**src/rtl/rv32i_program_driver_pkg.sv**
```systemverilog
// rv32i_program_driver_pkg: shared FSM state type and interface defaults
package rv32i_program_driver_pkg;
  typedef enum logic [1:0] {IDLE, HOLD, RUN, DONE} state_t;
  localparam int XLEN_DEFAULT = 32;
  localparam logic [31:0] NOP_DEFAULT = 32'h0000_0013;
endpackage

```
**src/rtl/rv32i_program_driver_prog_mem.sv**
```systemverilog
// rv32i_prog_mem: DEPTH x XLEN program store, synchronous write, asynchronous read
module rv32i_prog_mem
  import rv32i_program_driver_pkg::*;
#(
  parameter int XLEN = XLEN_DEFAULT,
  parameter int DEPTH = 16
) (
  input  logic                     clk,
  input  logic                     we,
  input  logic [$clog2(DEPTH)-1:0] waddr,
  input  logic [XLEN-1:0]          wdata,
  input  logic [$clog2(DEPTH)-1:0] raddr,
  output logic [XLEN-1:0]          rdata
);
  logic [XLEN-1:0] mem_q [DEPTH];
  always_ff @(posedge clk) begin
    if (we) mem_q[waddr] <= wdata;
  end
  assign rdata = mem_q[raddr];
endmodule

```
**src/rtl/rv32i_program_driver.sv**
```systemverilog
// rv32i_program_driver: loads a program, resets the core, then streams the program as instructions
module rv32i_program_driver
  import rv32i_program_driver_pkg::*;
#(
  parameter int XLEN = XLEN_DEFAULT,
  parameter int DEPTH = 16,
  parameter int RST_HOLD = 2,
  parameter int LOOP = 0,
  parameter logic [XLEN-1:0] NOP = XLEN'(NOP_DEFAULT)
) (
  input  logic                     clk,
  input  logic                     rst,
  input  logic                     load_valid,
  input  logic [$clog2(DEPTH)-1:0] load_addr,
  input  logic [XLEN-1:0]          load_data,
  output logic                     load_ready,
  input  logic                     start,
  input  logic                     stall,
  output logic                     core_rst,
  output logic [XLEN-1:0]          instruction,
  output logic [$clog2(DEPTH)-1:0] pc_idx,
  output logic                     done
);
  localparam int AW = $clog2(DEPTH);
  localparam int HW = $clog2(RST_HOLD) + 1;
  localparam logic [HW-1:0] HOLD_INIT = HW'(RST_HOLD - 1);
  state_t state_q, state_d;
  logic [AW:0] count_q, count_d;
  logic [AW-1:0] pc_idx_q, pc_idx_d;
  logic [HW-1:0] hold_q, hold_d;
  logic core_rst_q, core_rst_d;
  logic [XLEN-1:0] rd_data;
  logic load_fire, go, last;
  assign load_fire = load_valid && load_ready;
  assign go = start && load_ready && count_q != '0;
  assign last = {1'b0, pc_idx_q} == count_q - (AW+1)'(1);
  rv32i_prog_mem #(.XLEN(XLEN), .DEPTH(DEPTH)) u_mem (
    .clk  (clk),
    .we   (load_fire),
    .waddr(load_addr),
    .wdata(load_data),
    .raddr(pc_idx_q),
    .rdata(rd_data)
  );
  always_ff @(posedge clk) begin
    if (!rst) begin
      state_q    <= IDLE;
      count_q    <= '0;
      pc_idx_q   <= '0;
      hold_q     <= '0;
      core_rst_q <= 1'b0;
    end else begin
      state_q    <= state_d;
      count_q    <= count_d;
      pc_idx_q   <= pc_idx_d;
      hold_q     <= hold_d;
      core_rst_q <= core_rst_d;
    end
  end
  always_comb begin
    state_d    = state_q;
    count_d    = load_fire && {1'b0, load_addr} >= count_q ? {1'b0, load_addr} + (AW+1)'(1) : count_q;
    pc_idx_d   = pc_idx_q;
    hold_d     = hold_q;
    core_rst_d = core_rst_q;
    case (state_q)
      IDLE, DONE: if (go) begin
        state_d    = HOLD;
        hold_d     = HOLD_INIT;
        pc_idx_d   = '0;
        core_rst_d = 1'b0;
      end
      HOLD: if (hold_q == '0) begin
        state_d    = RUN;
        core_rst_d = 1'b1;
      end else hold_d = hold_q - HW'(1);
      RUN: if (!stall) begin
        if (!last) pc_idx_d = pc_idx_q + AW'(1);
        else if (LOOP != 0) pc_idx_d = '0;
        else state_d = DONE;
      end
      default: state_d = IDLE;
    endcase
  end
  always_comb begin
    load_ready  = state_q == IDLE || state_q == DONE;
    done        = state_q == DONE;
    instruction = state_q == RUN ? rd_data : NOP;
  end
  assign core_rst = core_rst_q;
  assign pc_idx = pc_idx_q;
endmodule

```
**config.mk**
```make
export PLATFORM = sky130hd
export DESIGN_NAME = rv32i_program_driver
export DESIGN_NICKNAME = d
export VERILOG_FILES = /design/src/rtl/rv32i_program_driver_pkg.sv /design/src/rtl/rv32i_program_driver_prog_mem.sv /design/src/rtl/rv32i_program_driver.sv
export SDC_FILE = /design/constraint.sdc
export NUM_CORES = 1
export LEC_CHECK = 0
export ABC_CLOCK_PERIOD_IN_PS = 2850
export CORE_MARGIN = 1
export CORE_UTILIZATION = 30
export CTS_CLUSTER_SIZE = 25
export DETAILED_ROUTE_END_ITERATION = 7
export GPL_ROUTABILITY_DRIVEN = 0
export PLACE_DENSITY = 0.49
export SYNTH_ARGS = -nofsm -noshare
export SYNTH_HDL_FRONTEND = slang
export SYNTH_SLANG_ARGS = --single-unit
```
**constraint.sdc**
```tcl
create_clock -name clk -period 2.85 [get_ports clk]
set_input_delay 0.57 -clock clk [delete_from_list [all_inputs] [get_ports clk]]
set_output_delay 0.57 -clock clk [all_outputs]
set_load 0.005 [all_outputs]
```
==> reports/qor.txt <==
Period utilization: 116%
FFs w/ async S/R, synth: 0%
Layout cells sized above 1: 37.8%
R2r endpoint: u_mem.mem_q[11][21]$_DFFE_PP_
Leakage power: 8.08 nW
Main synth FF type: edfxtp_1
Period minus WS final: 3.30 ns
Routed length on met2: 25400 um
Max FO, Critical Path: 6
N_diodes: 0
GRT Resource Usage Total: 14.5%
Worst reg2reg path startpoint: state_q[0]$_SDFFE_PN0P_
Ys Warns: 0
M1 wire length: 21600 um
I/O pin count: 80
CTS tree: built
Post-layout net count: 1149
Die W: 264 um
Setup TNS: -12.69 ns
Syn Nets: 950
Reg2Reg Setup Slack: 0.51 ns
Worst Setup Path Type: flip-flop to output port
# hold bufs at CTS: 0
Total number of vias: 9726
Sequential-to-total area share from yosys stat: 76.1%
Post-synth EDFFs: 512
Final slew viol count: 0
Worst Path Arrival: 2.73 ns
Avg Cell Area, Syn: 23.1 sq um
Largest net degree at the start of global routing: 42
Relative slew slack: 58.8%
Achievable Freq: 303 MHz
Most frequent cells in the layout: 512 x edfxtp_1, 160 x mux4_2, 56 x clkbuf_16, 53 x buf_12, 49 x buf_6
Post-route ant nets: 0
R2r worst-path depth: 6
Hold Path Sink: hold_q[0]$_SDFFE_PN0P_
First-pass GRT wire length: 73300 um
Vias in the first global route: 10.5k
Failing checks: setup timing
Hold_ws: 0.510 ns
Chip height: 264 um
Post-Synthesis Cell Area: 20700 sq um
Max Cap Viol: 0
Met3 wire len: 1600 um
Fin Clk Skew: 0.0179 ns
Routed wire length: 49600 um
Commonest non-fill, non-tap cell in the layout: edfxtp_1
Final setup vio count: 32
Critical Path RT: 2.28 ns
Synth unique cells: 49
Cell area after layout: 25900 sq um
Synth Instances: 894
Design Power: 0.0187 W
Crit path top cell by count: buf_12
Initial core utilization: 30.6%
First-pass iteration count of the detailed router: 4
Startpoint Class: flip-flop
Initial antenna violation count: 2
Worst hold path class: flip-flop to flip-flop
Die area: 69900 sq um
Site Rows: 95
Top sig layer: met5
PD cells: 721 nW/um^2
Multi-input logic area: 4820 sq um
Final hold vios: 0
RSZ-0062 raised after global routing: true
CTS root buffer: clkbuf_16
Worst-skew pair later-pin latency: 0.61 ns
CP Cell Sequence: buf_12, buf_12, buf_12, buf_8, mux4_2, mux4_2, and2_4, buf_6
Peak VDD IR: 0.443 mV
Synthesized flop and latch total: 530
Area delta synth->final: 25.4%
Starting DRT DRC Count: 591
Total CTS buffers: 55
Worst path max stage delay: 0.50 ns
Register area: 15700 sq um
Buffer and inverter count on the worst path: 5
Grt ovf: 0
Min-delay src: hold_q[0]$_SDFFE_PN0P_
Vias per cell: 4.85
Placed Area: 23400 sq um
Slowest-stage cell, CP: mux4_2
CTS max path bufs: 3
Outcome: complete, but fails checks
Worst-path clk slew: 0.06 ns
CTS H-tree lvls: 2
Setup crit end kind: output port
Core ar.: 67600 sq um
Fill cell count: 5999
WHS Path Cells: 2
Worst-margin pin slew: 0.616 ns
Setup ws final: -0.454 ns
Clock sinks: 530
DP Worst Slack: -0.177 ns
Delay-heaviest family, CP: multiplexers
Port Buf Inserts: 79
Residual DRC count: 0
Hpwl dp: 25600 um
Routed len/inst: 24.7 um
## worst register-to-register path: stages, from the launching register on
cell and delay, ns:
dfxtp_1 0.38, inv_1 0.08, ha_2 0.46, nand2_1 0.16
nor3b_1 0.38, and2_2 0.24, buf_12 0.28
## synthesized netlist by cell type, drive strengths merged, types with 3 or more instances
cell,number,area share (%)
a21o,3,0.11
a21oi,8,0.19
a221oi,4,0.20
a311oi,3,0.13
a31oi,3,0.091
and2,46,1.4
buf,17,0.41
clkbuf,24,0.44
dfxtp,18,1.7
edfxtp,512,74
ha,15,0.91
inv,12,0.22
mux4,160,17
nand2,9,0.16
nand2b,5,0.15
nand3,4,0.097
nand4,3,0.12
nor2,9,0.20
nor3,3,0.073
nor3b,3,0.11
o21ai,6,0.16
xnor2,4,0.17
## repair_timing
item | CTS | global route
cloned | 6 | 0
endpoints found under the setup margin | 32 | 32
buffers inserted | 44 | 15
pin swaps | 2 | 0
resized for setup | 222 | 31
## sequential cells by signal, summed over array words and instances (netlist names), named ones only
signal	cells
core_rst	1
count_q	5
hold_q	2
pc_idx	4
state_q	2
u_mem.mem_q	512
## where the power goes
part           leakage (nW)  total, W  switching, W  internal [W]
sequential             4.77   0.00886     0.0000812       0.00878
clock                 0.855   0.00705       0.00293       0.00412
combinational          2.46   0.00277       0.00126       0.00150
total                  8.08    0.0187       0.00428        0.0144
## through the flow
step                      util, %  std cells
after floorplan                 -        894
after global placement       34.6       1863
after detailed placement     34.6       1863
after CTS                    38.3       2004
after global routing         38.3       2007
final                        38.3       2007
## worst max path at each step
stage          slack (ns)                    start                     endpoint  cells past startpoint
2_1_floorplan        0.19  state_q[0]$_SDFFE_PN0P_  u_mem.mem_q[8][0]$_DFFE_PP_                      6
3_3_place_gp        -0.19                flip-flop              instruction[25]                      6
3_5_place_dp        -0.18                flip-flop              instruction[24]                      6
4_1_cts             -0.55                flip-flop              instruction[10]                      8
5_1_grt             -0.55                flip-flop              instruction[10]                      8
6_report            -0.45                flip-flop              instruction[10]                      8
## per-layer routing
| layer | global-route usage (%) | vias up |
|---|---|---|
| met4 | 3.32 | 4 |
| met2 | 25.1 | 146 |
| li1 | - | 4214 |
| met1 | 18.9 | 5297 |
| met3 | 2.53 | 65 |
| met5 | 0 | - |
## cell type report
type,instances,area share (%)
Timing Repair Buffer,183,9.42
Sequential cell,530,60.8
Clock inverter,34,1.27
Tap cell,873,4.22
Multi-Input combinational cell,311,18.6
Inverter,12,0.174
Clock buffer,64,5.52
## cells by family (layout without fill, tap and decap cells)
| family | Yosys count | count (layout) | synth area share (%) |
|---|---|---|---|
| multiplexers | 162 | 162 | 17.5 |
| buffers and inverters | 53 | 293 | 1.07 |
| AO/OA/AOI/OAI | 36 | 36 | 1.31 |
| AND/OR/NAND/NOR | 91 | 91 | 2.67 |
| adder cells (fa/ha/maj) | 15 | 15 | 0.908 |
| flip-flops | 530 | 530 | 76.1 |
| XOR/XNOR | 7 | 7 | 0.369 |
Power figures use the tool's default switching activity.
